File: src/rtl/datapath.sv
// Registered N-bit two's-complement ALU: eight opcodes, result and carry/shift-out
// flag captured every rising clock edge.
module datapath #(
  parameter int unsigned N = 16
) (
  input  logic         clk,
  input  logic         rst_n,
  input  logic [N-1:0] A,
  input  logic [N-1:0] B,
  input  logic [2:0]   opcode,
  output logic [N-1:0] Y,
  output logic         co
);

  localparam int unsigned SW = $clog2(N);

  localparam logic [2:0] OpAdd = 3'b000;
  localparam logic [2:0] OpSub = 3'b001;
  localparam logic [2:0] OpAnd = 3'b010;
  localparam logic [2:0] OpOr  = 3'b011;
  localparam logic [2:0] OpXor = 3'b100;
  localparam logic [2:0] OpNot = 3'b101;
  localparam logic [2:0] OpShl = 3'b110;
  localparam logic [2:0] OpSra = 3'b111;

  logic [N-1:0]  y_d, y_q;
  logic          co_d, co_q;
  logic [SW-1:0] shamt;
  logic [N:0]    add_sum, sub_sum;
  logic [N:0]    shl_ext, sra_ext;

  assign shamt   = B[SW-1:0];
  assign add_sum = {1'b0, A} + {1'b0, B};
  assign sub_sum = {1'b0, A} + {1'b0, ~B} + {{N{1'b0}}, 1'b1};

  // One guard bit beyond the operand catches the last bit shifted out; a zero shift
  // leaves the guard bit at 0, which is the required flag value.
  assign shl_ext = {1'b0, A} << shamt;
  assign sra_ext = $unsigned($signed({A, 1'b0}) >>> shamt);

  always_comb begin
    y_d  = '0;
    co_d = 1'b0;
    case (opcode)
      OpAdd: begin
        y_d  = add_sum[N-1:0];
        co_d = add_sum[N];
      end
      OpSub: begin
        y_d  = sub_sum[N-1:0];
        co_d = sub_sum[N];
      end
      OpAnd: y_d = A & B;
      OpOr:  y_d = A | B;
      OpXor: y_d = A ^ B;
      OpNot: y_d = ~A;
      OpShl: begin
        y_d  = shl_ext[N-1:0];
        co_d = shl_ext[N];
      end
      OpSra: begin
        y_d  = sra_ext[N:1];
        co_d = sra_ext[0];
      end
      default: begin
        y_d  = '0;
        co_d = 1'b0;
      end
    endcase
  end

  always_ff @(posedge clk or negedge rst_n) begin
    if (!rst_n) begin
      y_q  <= '0;
      co_q <= 1'b0;
    end else begin
      y_q  <= y_d;
      co_q <= co_d;
    end
  end

  assign Y  = y_q;
  assign co = co_q;

endmodule

File: config.mk
export PLATFORM = sky130hd
export DESIGN_NAME = datapath
export DESIGN_NICKNAME = d
export VERILOG_FILES = /design/src/rtl/datapath.sv
export SDC_FILE = /design/constraint.sdc
export NUM_CORES = 1
export LEC_CHECK = 0
export ABC_AREA = 1
export CAP_MARGIN = 20
export CELL_PAD_IN_SITES_DETAIL_PLACEMENT = 1
export CELL_PAD_IN_SITES_GLOBAL_PLACEMENT = 2
export CORE_UTILIZATION = 30
export DETAILED_ROUTE_END_ITERATION = 6
export GPL_ROUTABILITY_DRIVEN = 0
export PLACE_DENSITY_LB_ADDON = 0.1
export REMOVE_ABC_BUFFERS = 1
export SETUP_SLACK_MARGIN = 0.02
export SYNTH_ARGS = -nofsm -noshare
export SYNTH_HDL_FRONTEND = slang
export SYNTH_SLANG_ARGS = --single-unit
File: constraint.sdc
create_clock -name clk -period 0.8 [get_ports clk]
set_input_delay 0.16 -clock clk [delete_from_list [all_inputs] [get_ports clk]]
set_output_delay 0.16 -clock clk [all_outputs]
set_load 0.05 [all_outputs]
# Word level (Yosys, flattened, before mapping)
# Index checks and enable logic that the tools add are counted.
[totals]
input_bits = 37
output_inout_bits = 17
register_bits = 17
elab_cells = 22
[op_classes]
shifts = 2
n_reduce_logical = 1
n_addsub = 3
bitwise_logic = 5
mux = 2
n_eq_ne = 7
[ops]
columns = ["operator", "n"]
rows = [
  ["16-bit one-hot mux with 8 select lines", 1],
  ["16-bit by 16-bit adder with 17-bit output", 2],
  ["16-bit inverter", 2],
  ["17-bit by 1-bit adder with 17-bit output, second input constant", 1],
  ["16-bit by 4-bit left shift with 17-bit output", 1],
  ["17-bit by 4-bit >>> shifter with 17-bit output", 1],
  ["16-bit AND", 1],
  ["16-bit OR", 1],
  ["16-bit XOR", 1],
  ["3-bit == test, second input constant", 4],
  ["3-bit by 2-bit == test with 1-bit output, second input constant", 2],
  ["1-bit one-hot mux with 4 select lines", 1],
  ["3-bit by 1-bit == test with 1-bit output, second input constant", 1],
  ["3-bit zero test", 1],
]

# Depth between registers and ports, before layout
[depth]
depth_word = 4
depth_mapped = 15
ltp_nobuf = 14

# Worst setup path before layout
# OpenSTA, ideal clock, no wires.
[synth_timing]
path_kind = "input to register"
startpoint = "input B[3]"
endpoint = "register y_q[15], in the netlist Y[15]"
setup_ns = 0.124
stages = 13
arrival_ns = 1.546
slack_ns = -0.871
t_required_ns = 0.676
n_path_buf = 2
path_cell_list = "inv_2 -> buf_2 -> ha_1 -> buf_2 -> nor2_1 -> and3_1 -> nand2_1 -> nand2_1 -> nand2_1 -> nand2_1 -> nand2_1 -> nand3_1 -> nand3_1"
[synth_between]
elab_chain_len = 4
word_cells_on_any_way = 7
classes_between = "add/sub: 3; shift: 2; mux: 1; bitwise: 1"
[synth_lines]
columns = ["element", "line_no", "text"]
rows = [
  ["start, declared", "9", "input logic [N-1:0] B,"],
  ["16-bit inverter", "34", "assign sub_sum = {1'b0, A} + {1'b0, ~B} + {{N{1'b0}}, 1'b1};"],
  ["16-bit by 16-bit adder with 17-bit output", "34", ""],
  ["17-bit by 1-bit adder with 17-bit output", "34", ""],
  ["16-bit one-hot mux with 8 select lines *", "44", "case (opcode)"],
  ["via y_d[15]", "26", "logic [N-1:0] y_d, y_q;"],
  ["end signal, assigned", "77", "y_q <= y_d;"],
  ["end, declared", "26", ""],
]
# Mark *: on every way through the listed nets, which the timed path passes. The rest lies on a longest branch.

# Final worst setup path
[layout_timing]
startpoint = "input B[0]"
endpoint = "register y_q[3], in the netlist Y[3]"
# The elaborated chain is that of the path after synthesis.

==> impl_metrics.yaml <==
sta:
  rsz0062_at_grt: "true"
  tightest_slew_ps: 344
  setup_tns_ps: -13780
  slew_headroom: 0.770
  drv_slew: 0
  finalCriticalPeriod_ps: 1600
  setup_violations: 34
  fin_crit_sh: 2.00
  hold_viol: 0
  final.setup.worst_slack_ps: -803
  clock.fmax_mhz: 624
layout:
  fill_cells: 1984
  syn2layout_area_growth_pct: 84.7
  register_area_um2: 425
  final_nets: 1205
  diodes: 0
  multiInputGateArea_um2: 5110
  final_layout_size_suffix_gt1_frac: 0.533
  final_area_um2: 8970
synthesis:
  synth_cells: 886
  synth_seq_area_share: 0.0875
  synth_common_cells: "nand2_1 (289), nand3_1 (156), inv_1 (101)"
  synth-xor-area-share: 0.0108
  ys_ff_latch: 17
  synth_top_family_by_area: "simple AND/OR/NAND/NOR gates"
  synth_edf_count: 0
  yosysTopAreaCell: "nand2_1"
  yosysWarnings: 0
  synthAdderAreaFrac: 0.137
  synth_simple_gate_area_frac: 0.516
  synth_cell_types: 39
  syn_avg_cell_area_um2: 5.48
  synth_mux_area_frac: 0
  synth_top_area_frac: 0.223
  synth_compound_area_frac: 0.111
  synth_top_flop_cell: "dfrtp_1"
  synthArstFlopShare: 1.00
  synth.most_common_cell: "nand2_1"
  synth_area_um2: 4860
  synthTopCellsByArea: "nand2_1 (22%), nand3_1 (16%), ha_1 (13%), dfrtp_1 (8.8%), inv_1 (7.8%)"
detailed_routing:
  num_vias: 7524
  drc_errors: 1
  detail-route-antenna-nets: 0
  vias_per_cell: 5.65
  first_iter_violations: 541
  wl_per_cell_um: 23.4
  drt_first_pass_iters: 7
  drt_wl_total_mm: 31.2
worst_setup_path:
  slowest_stage: "nor2_1"
  path_cells: "buf_12 > buf_12 > buf_6 > nand2_1 > nand3_1 > buf_4 > nand4_1 > nand3_1 > nor2_1 > nand3_1"
  cp_num_cells: 10
  path_class: "input port to flop"
  cp_top_family: "simple AND/OR/NAND/NOR gates"
  path_buf_inv: 4
  crit_fanout: 5
  critPathMaxStageDelay_ps: 220
  start_kind: "input port"
  end_kind: "flop"
  worst_ep_arrival_time_ps: 1740
  path_common_cell: "nand3_1"
  required_ps: 930
power:
  power_frac_comb: 0.753
  p_int_uw: 4750
  seq_power_share: 0.119
  power.switching_uw: 4760
  leakagePower_uw: 0.00432
  netSwitchingFraction: 0.501
  p_clk_frac: 0.128
  p_per_area_nw_per_um2: 1060
  peakVddDrop_uv: 910
worst_hold_path:
  hp-class: "input port to asynchronous set/reset pin"
global_route:
  grt_pass1_wl_mm: 42.3
  grt_pass1_vias: 7708
  grt_use_total: 0.336
  grt_max_degree: 33
  overflow: 0
  antenna_found_initial: 0
die:
  io_pins: 54
  die_h_um: 129
  die_w_um: 129
  initial_core_util: 0.307
  die_area_um2: 16700
  core-area_um2: 15800
  num_rows: 46
cts:
  clock_path_buffers: 2
  clk_pin_slew_worst_paths_ps: 70
  cts_buffers: 3
  cts_num_sinks: 17
  ctsRootBufferMaster: "clkbuf_16"
  hold_buffers: 0
  cts_tree: "yes"
  h-tree-depth: 1
placement:
  place_area_um2: 6910
  dp_hpwl_mm: 20.6
  place.port_buffers: 53
run_status:
  violations: "design-rule violations, negative setup slack"
  status: "complete, but fails checks"
flow_run:
  maxCapViolations: 0
[cells in the final DEF, fill, tap and decap left out, types with 15 or more instances in the layout]
cell / n
ha_4: 25
nor2_4: 19
inv_1: 41
nand2_1: 205
ha_2: 15
nand3_1: 123
a21oi_1: 25
dfrtp_1: 17
buf_6: 42
nor2_1: 42
nand2_4: 23
buf_12: 28
a21oi_2: 21
nand2_2: 73
nand3_2: 28
inv_2: 41
buf_4: 165
inv_4: 24
[power by group through the flow]
stage	logic, µW	clock network (µW)	registers, µW
floorplan	1970	0	1530
global placement	5010	0	1140
detailed placement	5140	0	1150
CTS	6340	1200	1130
global route	7470	1210	1140
finish	7160	1210	1140
[metrics by stage]
| step | setup WS [ps] | utilization | cells | hold WS [ps] | power (µW) |
|---|---|---|---|---|---|
| finish | -803 | 0.567 | 1331 | 252 | 9510 |
| global route | -837 | 0.567 | 1331 | 278 | 9820 |
| floorplan | -1090 | - | 847 | -136 | 3500 |
| global placement | -1530 | 0.437 | 1285 | 524 | 6150 |
| detailed placement | -1570 | 0.437 | 1285 | 546 | 6280 |
| CTS | -543 | 0.531 | 1319 | 253 | 8670 |
[sequential cells by signal (all words and copies together), names as in the netlist]
register	cells
Y	16
co	1
[routing by layer]
| metal | part of all wire | track usage | up-vias |
|---|---|---|---|
| met5 | 0 | 0 | - |
| met4 | 0.056 | 0.130 | 0 |
| met3 | 0.061 | 0.0384 | 141 |
| met2 | 0.49 | 0.606 | 376 |
| met1 | 0.39 | 0.407 | 3696 |
| li1 | - | - | 3311 |
[final cells by class]
cell class / count / share of cell area
timing repair buffer: 264 / 0.287
multi-input combinational: 720 / 0.569
sequential: 17 / 0.0474
clock buffer: 4 / 0.00878
inverter: 110 / 0.0576
tap: 216 / 0.0301
[worst max-delay path by stage]
stage	startpoint	end	slack (ps)
after CTS	A[0]	Y[2]	-540
after floorplan	B[2]	Y[15]	-1090
after global placement	A[0]	Y[10]	-1530
after detailed placement	A[0]	Y[10]	-1570
after global routing	B[7]	co	-840
final	B[0]	Y[3]	-800
[cell families (layout without fill, tap and decap cells)]
family	Yosys count	in the layout
AND/OR/NAND/NOR	564	564
buffers and inverters	149	378
AO/OA/AOI/OAI	98	98
adder cells (fa/ha/maj)	52	52
flip-flops	17	17
XOR/XNOR	6	6
[timing repair]
item,in CTS,in global routing
setup endpoints to repair,34,34
setup buffers,30,13
resized for setup,519,117
pin swaps,117,75
cloned,0,1
hold endpoints to repair,0,0
Power figures use the tool's default switching activity.
